### config.mk
export PLATFORM = sky130hd
export DESIGN_NAME = fetch_stage
export DESIGN_NICKNAME = d
export VERILOG_FILES = /design/src/rtl/fetch_pkg.sv /design/src/rtl/fetch_stage_branch_target_calc.sv /design/src/rtl/fetch_stage.sv
export SDC_FILE = /design/constraint.sdc
export NUM_CORES = 1
export LEC_CHECK = 0
export ABC_AREA = 1
export BUFFER_PORTS_ARGS = -buffer_cell sky130_fd_sc_hd__buf_2
export CORE_MARGIN = 2
export CORE_UTILIZATION = 57
export DETAILED_ROUTE_END_ITERATION = 8
export GPL_TIMING_DRIVEN = 1
export PLACE_DENSITY = 0.93
export SYNTH_ARGS = -nofsm -noshare
export SYNTH_HDL_FRONTEND = slang
export SYNTH_SLANG_ARGS = --single-unit
### constraint.sdc
create_clock -name clk -period 4.8 [get_ports clk]
set_input_delay 0.72 -clock clk [delete_from_list [all_inputs] [get_ports clk]]
set_output_delay 0.72 -clock clk [all_outputs]
set_load 0.05 [all_outputs]
### src/rtl/fetch_pkg.sv
// Shared types and helpers for the instruction-fetch stage: FSM states,
// the default NOP encoding and the branch-target arithmetic.
package fetch_pkg;

    typedef enum logic [1:0] {
        S_REQ  = 2'd0,
        S_WAIT = 2'd1,
        S_HOLD = 2'd2
    } state_t;

    localparam logic [31:0] NOP_INSTR_DEFAULT = 32'h0000_0000;
    localparam int          MAX_ADDR_W        = 64;

    // Offsets are in words: sign-extend the selected field, scale by 4, add to
    // the branching PC. Callers narrower than 64 bits truncate the result.
    function automatic logic [MAX_ADDR_W-1:0] br_target(
        input logic [MAX_ADDR_W-1:0] pc,
        input logic                  uncond,
        input logic [25:0]           a26,
        input logic [18:0]           a19
    );
        logic [MAX_ADDR_W-1:0] off_words;
        off_words = uncond ? {{(MAX_ADDR_W-26){a26[25]}}, a26}
                           : {{(MAX_ADDR_W-19){a19[18]}}, a19};
        return pc + (off_words << 2);
    endfunction

endpackage

### src/rtl/fetch_stage_branch_target_calc.sv
// Combinational redirect-target generator: sign-extend, scale and add the
// decoder's branch offset to the branching instruction's PC.
module branch_target_calc
    import fetch_pkg::*;
#(
    parameter int ADDR_W = 64
) (
    input  logic [ADDR_W-1:0] br_pc,
    input  logic              uncond,
    input  logic [25:0]       braddr26,
    input  logic [18:0]       condaddr19,
    output logic [ADDR_W-1:0] target
);

    assign target = ADDR_W'(br_target(MAX_ADDR_W'(br_pc), uncond, braddr26, condaddr19));

endmodule

### src/rtl/fetch_stage.sv
// Fetch stage: owns the PC, keeps at most one imem request outstanding and
// fills the IF/ID register. Define FETCH_PERF_EN for saturating perf counters.
module fetch_stage
    import fetch_pkg::*;
#(
    parameter int                ADDR_W    = 64,
    parameter logic [ADDR_W-1:0] RESET_PC  = '0,
    parameter logic [31:0]       NOP_INSTR = NOP_INSTR_DEFAULT
) (
    input  logic              clk,
    input  logic              reset_n,
    output logic              imem_req,
    output logic [ADDR_W-1:0] imem_addr,
    input  logic              imem_gnt,
    input  logic              imem_rvalid,
    input  logic [31:0]       imem_rdata,
    input  logic              stall_in,
    input  logic              brtaken_in,
    input  logic              uncondbr_in,
    input  logic [25:0]       braddr26_in,
    input  logic [18:0]       condaddr19_in,
    input  logic [ADDR_W-1:0] br_pc_in,
    output logic [31:0]       instr_out,
    output logic [ADDR_W-1:0] pc_out,
    output logic              valid_out
`ifdef FETCH_PERF_EN
    ,
    output logic [31:0]       perf_fetched,
    output logic [31:0]       perf_flushes
`endif
);

    state_t            state_q, state_d;
    logic [ADDR_W-1:0] pc_q, pc_d, pc_out_q, pc_out_d, target;
    logic [31:0]       instr_q, instr_d, hold_q, hold_d;
    logic              valid_q, valid_d, drop_q, drop_d;
    logic              load, owed_next;

    branch_target_calc #(.ADDR_W(ADDR_W)) u_target (
        .br_pc      (br_pc_in),
        .uncond     (uncondbr_in),
        .braddr26   (braddr26_in),
        .condaddr19 (condaddr19_in),
        .target     (target)
    );

    // While a discarded response is still owed, no new request may go out.
    assign imem_req  = reset_n && (state_q == S_REQ) && !drop_q;
    assign imem_addr = pc_q;
    assign instr_out = instr_q;
    assign pc_out    = pc_out_q;
    assign valid_out = valid_q;

    always_comb begin
        // NOTE: every signal gets a default before any branch, so no path can
        // leave one unassigned and infer a latch.
        state_d  = state_q;
        pc_d     = pc_q;
        drop_d   = drop_q;
        hold_d   = hold_q;
        instr_d  = instr_q;
        pc_out_d = pc_out_q;
        valid_d  = valid_q;
        load     = 1'b0;

        // A response is owed after this edge if one was pending and did not
        // arrive now, or if a grant is being accepted now.
        owed_next = (((state_q == S_WAIT) || drop_q) && !imem_rvalid) || (imem_req && imem_gnt);

        if (!stall_in) begin
            valid_d = 1'b0;
            instr_d = NOP_INSTR;
        end

        if (brtaken_in) begin
            state_d = S_REQ;
            pc_d    = target;
            drop_d  = owed_next;
            valid_d = 1'b0;
            instr_d = NOP_INSTR;
        end else begin
            unique case (state_q)
                S_REQ: begin
                    if (drop_q) begin
                        if (imem_rvalid) drop_d = 1'b0;
                    end else if (imem_gnt) begin
                        state_d = S_WAIT;
                    end
                end
                S_WAIT: begin
                    if (imem_rvalid) begin
                        if (!valid_q || !stall_in) begin
                            load    = 1'b1;
                            instr_d = imem_rdata;
                        end else begin
                            hold_d  = imem_rdata;
                            state_d = S_HOLD;
                        end
                    end
                end
                S_HOLD: begin
                    if (!valid_q || !stall_in) begin
                        load    = 1'b1;
                        instr_d = hold_q;
                    end
                end
                default: state_d = S_REQ;
            endcase

            if (load) begin
                valid_d  = 1'b1;
                pc_out_d = pc_q;
                pc_d     = pc_q + ADDR_W'(4);
                state_d  = S_REQ;
            end
        end
    end

    // NOTE: non-blocking assignments so every register samples pre-edge values.
    always_ff @(posedge clk) begin
        if (!reset_n) begin
            state_q  <= S_REQ;
            pc_q     <= RESET_PC;
            drop_q   <= owed_next;
            // NOTE: the hold buffer is cleared too; nothing reads it before a
            // capture, but a known value keeps it deterministic after reset.
            hold_q   <= '0;
            instr_q  <= NOP_INSTR;
            pc_out_q <= '0;
            valid_q  <= 1'b0;
        end else begin
            state_q  <= state_d;
            pc_q     <= pc_d;
            drop_q   <= drop_d;
            hold_q   <= hold_d;
            instr_q  <= instr_d;
            pc_out_q <= pc_out_d;
            valid_q  <= valid_d;
        end
    end

`ifdef FETCH_PERF_EN
    logic [31:0] fetched_q, flushes_q;

    always_ff @(posedge clk) begin
        if (!reset_n) begin
            fetched_q <= '0;
            flushes_q <= '0;
        end else begin
            if (load && (fetched_q != '1))       fetched_q <= fetched_q + 32'd1;
            if (brtaken_in && (flushes_q != '1)) flushes_q <= flushes_q + 32'd1;
        end
    end

    assign perf_fetched = fetched_q;
    assign perf_flushes = flushes_q;
`endif

endmodule
### Yosys cells after proc, flatten, opt, wreduce, memory -nomap -nowiden

Cells that the tools add are included.

| storage, ports and cells | value |
|---|---|
| bits in registers | 196 |
| bits in latches | 0 |
| bits in writable memories | 0 |
| memory bits (read-only) | 0 |
| output and inout bits | 162 |
| logic and storage cells | 63 |
| memories kept | 0 |

| cells by class | value |
|---|---|
| add/sub/neg operators | 2 |
| multiply operators | 0 |
| divide/modulo/power cells | 0 |
| $lt $le $gt $ge | 0 |
| eq/ne operators | 8 |
| shift-type cells | 0 |
| muxes and demuxes | 24 |
| bitwise operators | 4 |
| reduce and logical (&&, ||, !) cells | 18 |

Operators by type and width:

| cell | count |
|---|---|
| 32-bit two-way mux | 4 |
| 64-bit two-way mux | 2 |
| 64-bit by 3-bit adder with 64-bit output, second input constant | 1 |
| 64-bit adder | 1 |
| 32-bit one-hot mux with 2 select lines | 1 |
| 62-bit two-way mux | 1 |
| 1-bit two-way mux | 10 |
| 2-bit two-way mux | 4 |
| 2-bit inequality test, second input constant | 4 |
| 2-bit one-hot mux with 3 select lines | 1 |
| 5-bit AND reduction | 1 |
| 1-bit logical AND | 4 |
| 1-bit zero test | 4 |
| 1-bit NOT | 4 |
| 4-bit AND reduction | 1 |
| 1-bit logical OR | 3 |
| 3-bit by 1-bit inequality test with 1-bit output, second input constant | 1 |
| 3-bit OR reduction | 1 |
| 2-bit by 1-bit equality test with 1-bit output, second input constant | 1 |
| 2-bit equality test, second input constant | 1 |
| 2-bit zero test | 1 |
| 2-bit by 1-bit inequality test with 1-bit output, second input constant | 1 |
| 1-bit one-hot mux with 2 select lines | 1 |
| 2-bit AND reduction | 1 |
| other kinds (2) | 2 |

### Logic depth before layout (Yosys ltp)

| depth | value |
|---|---|
| depth in word-level cells | 8 |
| mapped depth | 22 |
| gate-level depth less buffers | 20 |

### Modules after synthesis

Synthesis repeated with hierarchy kept, for this count alone.

| second synthesis, totals | value |
|---|---|
| cells, all modules | 2975 |
| area, all modules | 16460.8 µm² |

Modules (own cells, without submodules):

| module | times used | cells each | area each (µm²) | seq. area each (µm²) |
|---|---|---|---|---|
| fetch_stage | 1 | 1672 | 10508.8 | 3933.8 |
| branch_target_calc | 1 | 1303 | 5952.0 | 0.0 |

### Worst setup path after synthesis

No wires, ideal clock.

| path | value |
|---|---|
| path type | input-to-reg |
| start point | input uncondbr_in |
| end point | register pc_q[54] (netlist: imem_addr[54]) |
| setup time | 0.120 ns |
| data arrival time | 3.505 ns |
| slack | 1.174 ns |
| stages | 16 |
| cells stage by stage | buf_2 -> clkinv_1 -> nand2_1 -> nand2_1 -> ha_1 -> nand2_1 -> nor2_1 -> inv_1 -> nor2_1 -> nand2_1 -> nor4_1 -> nand2_1 -> nand2_1 -> nand2_1 -> nand3_1 -> a21oi_1 |

| on the way | value |
|---|---|
| cells in the longest elaborated chain, start to end | 3 |

RTL lines:

| item | line | source |
|---|---|---|
| start: declaration | fetch_stage.sv:19 | `input logic uncondbr_in,` |
| 62-bit two-way mux | fetch_pkg.sv:23 | `off_words = uncond ? {{(MAX_ADDR_W-26){a26[25]}}, a26}` |
| 64-bit adder | fetch_pkg.sv:25 | `return pc + (off_words << 2);` |
| 64-bit two-way mux | fetch_stage.sv:75 | `if (brtaken_in) begin` |
| end signal: assignment | fetch_stage.sv:133 | `pc_q <= pc_d;` |
| end: declaration | fetch_stage.sv:34 | `logic [ADDR_W-1:0] pc_q, pc_d, pc_out_q, pc_out_d, target;` |

Every way passes these cells.
A chain may end at the register's enable or synchronous reset.

### Worst setup path in the final report

| path | value |
|---|---|
| start point | input uncondbr_in |
| end point | register pc_q[55] (netlist: imem_addr[55]) |

The elaborated chain is that of the path after synthesis.

==> results.sh <==
export IMPL_placed_area_um2=17100
export IMPL_grt_pass1_wl_mm=97.2
export IMPL_dp_hpwl_mm=49.3
export IMPL_port_buffers=309
export IMPL_gr_total_overflow=0
export IMPL_dieArea_um2=28200
export IMPL_mappedNetlistNets=2852
export IMPL_syn2layout_area_growth_pct=15.6
export IMPL_p_leak_nw=8.92
export IMPL_drive_gt1_share_pct=13.3
export IMPL_cts_resized=0
export IMPL_status="completed"
export IMPL_path_clk_slew_ns=0.09
export IMPL_grt_usage_pct=44.0
export IMPL_synth_top_cell_by_area="dfxtp_1"
export IMPL_io_pins=310
export IMPL_synth_area_leaders="dfxtp_1 (25%), nand2_1 (19%), o21ai_0 (8.9%)"
export IMPL_slowest_delay_ns=0.49
export IMPL_wirelength_mm=63.7
export IMPL_critPathKind="in2reg"
export IMPL_clock_sinks=196
export IMPL_ys_seq_elements=196
export IMPL_slew_headroom_pct=17.0
export IMPL_place_ws_ns=0.465
export IMPL_maxCapViolations=0
export IMPL_place_gp_congestion=1.03
export IMPL_vias=19400
export IMPL_p_total_mw=4.96
export IMPL_arrival_ns=4.39
export IMPL_avgSynthCellArea_um2=5.81
export IMPL_cts_root_buf="clkbuf_16"
export IMPL_drc=0
export IMPL_worst_slack_ns=0.780
export IMPL_htreeDepth=4
export IMPL_hold_class="reg2reg"
export IMPL_rsz0062_at_grt="false"
export IMPL_slew_violations=0
export IMPL_synth_area_um2=15300
export IMPL_fin_crit_sh_pct=83.7
export IMPL_hold_violations=0
export IMPL_crit_buf_inv=6
export IMPL_yosysSeqAreaShare_pct=25.7
export IMPL_setup_violations=0
export IMPL_finalSetupTns_ns=0
export IMPL_cp_slowest_cell="ha_1"
export IMPL_finalWorstPathRequiredPeriod_ns=4.02
export IMPL_worstPathCellList="buf_2, clkinv_1, nand2_1, nand2_1, buf_4, ha_1, nand2_1, nor2_1, inv_1, nor2_1, inv_1, nor3_1, nand3_1, nand3_1, nand3_1, nand2_1, inv_1"
export IMPL_drt_iter0_drc=2651
export IMPL_antenna_left=0
export IMPL_rows=60
export IMPL_yosysWarnings=0
export IMPL_tritoncts="built"
export IMPL_instances_no_fill=3242
export IMPL_crit_family="simple AND/OR/NAND/NOR gates"
export IMPL_die_w_um=168
export IMPL_startpoint_type="input pin"
export IMPL_cts_setup_buffers=0
export IMPL_synthesis_instances=2637
export IMPL_skew_ns=0.0198
export IMPL_synth_distinct_cells=46
export IMPL_final_cell_area_um2=17700
export IMPL_ir_worst_vdd_mv=0.296
export IMPL_max_clock_freq_mhz=249
export IMPL_post_drt_via_cell_ratio=5.98
export IMPL_path_max_fanout=33
export IMPL_core_um2=26700
export IMPL_dp_cells=3208
export IMPL_grt_max_degree=101
export IMPL_wire_per_inst_um=19.6
export IMPL_ctsHoldBuffers=0
export IMPL_clock_latency_ns=0.46
export IMPL_grt_pass1_vias=17900
export IMPL_max_slew_worst_pin_slew_ns=1.24
export IMPL_endpoint_kind="register"
export IMPL_power_density_nw_per_um2=280
export IMPL_antenna_found_initial=2
export IMPL_nets=3101
export IMPL_synth_top_area_share_pct=25.5
export IMPL_first_pass_iters=7
export IMPL_initial_core_util_pct=57.5
export IMPL_cts_made_buffers=17
export IMPL_die_h_um=168
export IMPL_cts_path_max_buffers=2
export IMPL_required_ns=5.17
export IMPL_path_common_cell="nand2_1"
Yosys cell counts (all sizes together):
master and number:
clkbuf 76, xnor2 10, inv 320, nor3 47
edfxtp 1, fa 1, o31ai 4, nand2 776
and2 2, o2bb2ai 1, dfxtp 195, clkinv 5
nor4 6, nand3 132, buf 20, a21boi 1
a311oi 1, xor2 28, mux2i 1, a21oi 254
o22ai 1, a31oi 10, a21o 1, nor2 298
o21bai 14, or2 7, o21ai 276, o311ai 1
and3 4, nand4 29, nand3b 14, o221ai 1
o211ai 2, a221oi 32, ha 66
metal layers:
metal  wire length (um)  track usage, %  up-vias
met5                 51            1.22        -
met3               7240            9.38      273
li1                   -               -     9119
met2              28000            71.2     1235
met4               4370            26.6        4
met1              24000            53.7     8750
state kept, by name, indices dropped and copies added (netlist names):
register   cells
drop_q         1
state_q        2
hold_q        32
valid_out      1
instr_out     32
imem_addr     64
pc_out        64
worst reg2reg max path, stage by stage, from the launching register on:
cell and delay [ns]:
dfxtp_1 0.36, inv_1 0.09, ha_1 0.37, inv_2 0.04, buf_4 0.31, a21oi_1 0.20
nand2_1 0.08, buf_4 0.23, nor2_4 0.13, clkinv_1 0.50, buf_4 0.46, o21ai_0 0.38
a311oi_1 0.09
metrics by stage:
stage | hold WS [ns] | util (%)
after floorplan | 0.430 | -
after global placement | 0.443 | 64.0
after detailed placement | 0.452 | 64.0
after CTS | 0.464 | 66.4
after global routing | 0.489 | 66.5
final | 0.462 | 66.5
cell type report:
class,count,area [um^2]
inverter,325,1220
antenna,2,5.00
clock buffer,17,425
sequential,196,3930
tap,341,427
multi-input combinational,2020,9800
timing repair buffer,326,1680
clock inverter,15,221
fill,2536,8940
final timing paths:
| check | to | cells after the start | slack (ns) | start |
|---|---|---|---|---|
| setup / recovery | imem_addr[55] | 17 | 0.78 | uncondbr_in |
| hold / removal | hold_q[28] | 2 | 0.46 | hold_q[28] |
| setup reg to reg | imem_addr[16] | 12 | 1.42 | state_q[0] |
| hold reg to reg | hold_q[28] | 2 | 0.46 | hold_q[28] |
where the power goes:
| group | total (mW) | internal [mW] | switching, mW |
|---|---|---|---|
| Sequential | 1.80 | 1.69 | 0.113 |
| Combinational | 1.57 | 0.432 | 1.13 |
| Clock | 1.59 | 0.741 | 0.849 |
placed cells by master (no fill, tap or decap), types with 10 or more instances in the layout:
cell / n
nand4_1: 29
buf_2: 308
clkbuf_16: 17
o21bai_1: 14
xnor2_1: 10
inv_1: 317
nor3_1: 43
o21ai_0: 274
xor2_1: 28
buf_4: 18
dfxtp_1: 195
a21oi_1: 254
ha_1: 66
nand3_1: 129
a221oi_1: 32
a31oi_1: 10
nor2_1: 292
nand3b_1: 14
nand2_1: 771
kinds of logic after synthesis:
| logic type | Yosys count | share of synthesized area, % |
|---|---|---|
| simple gates | 1315 | 35.3 |
| compound gates | 599 | 20.9 |
| xor+xnor | 38 | 2.17 |
| buf+inv | 421 | 10.4 |
| mux | 1 | 0.0653 |
| flops | 196 | 25.7 |
| fa+ha+maj | 67 | 5.52 |
No activity file was read; power rests on OpenSTA's default activity.
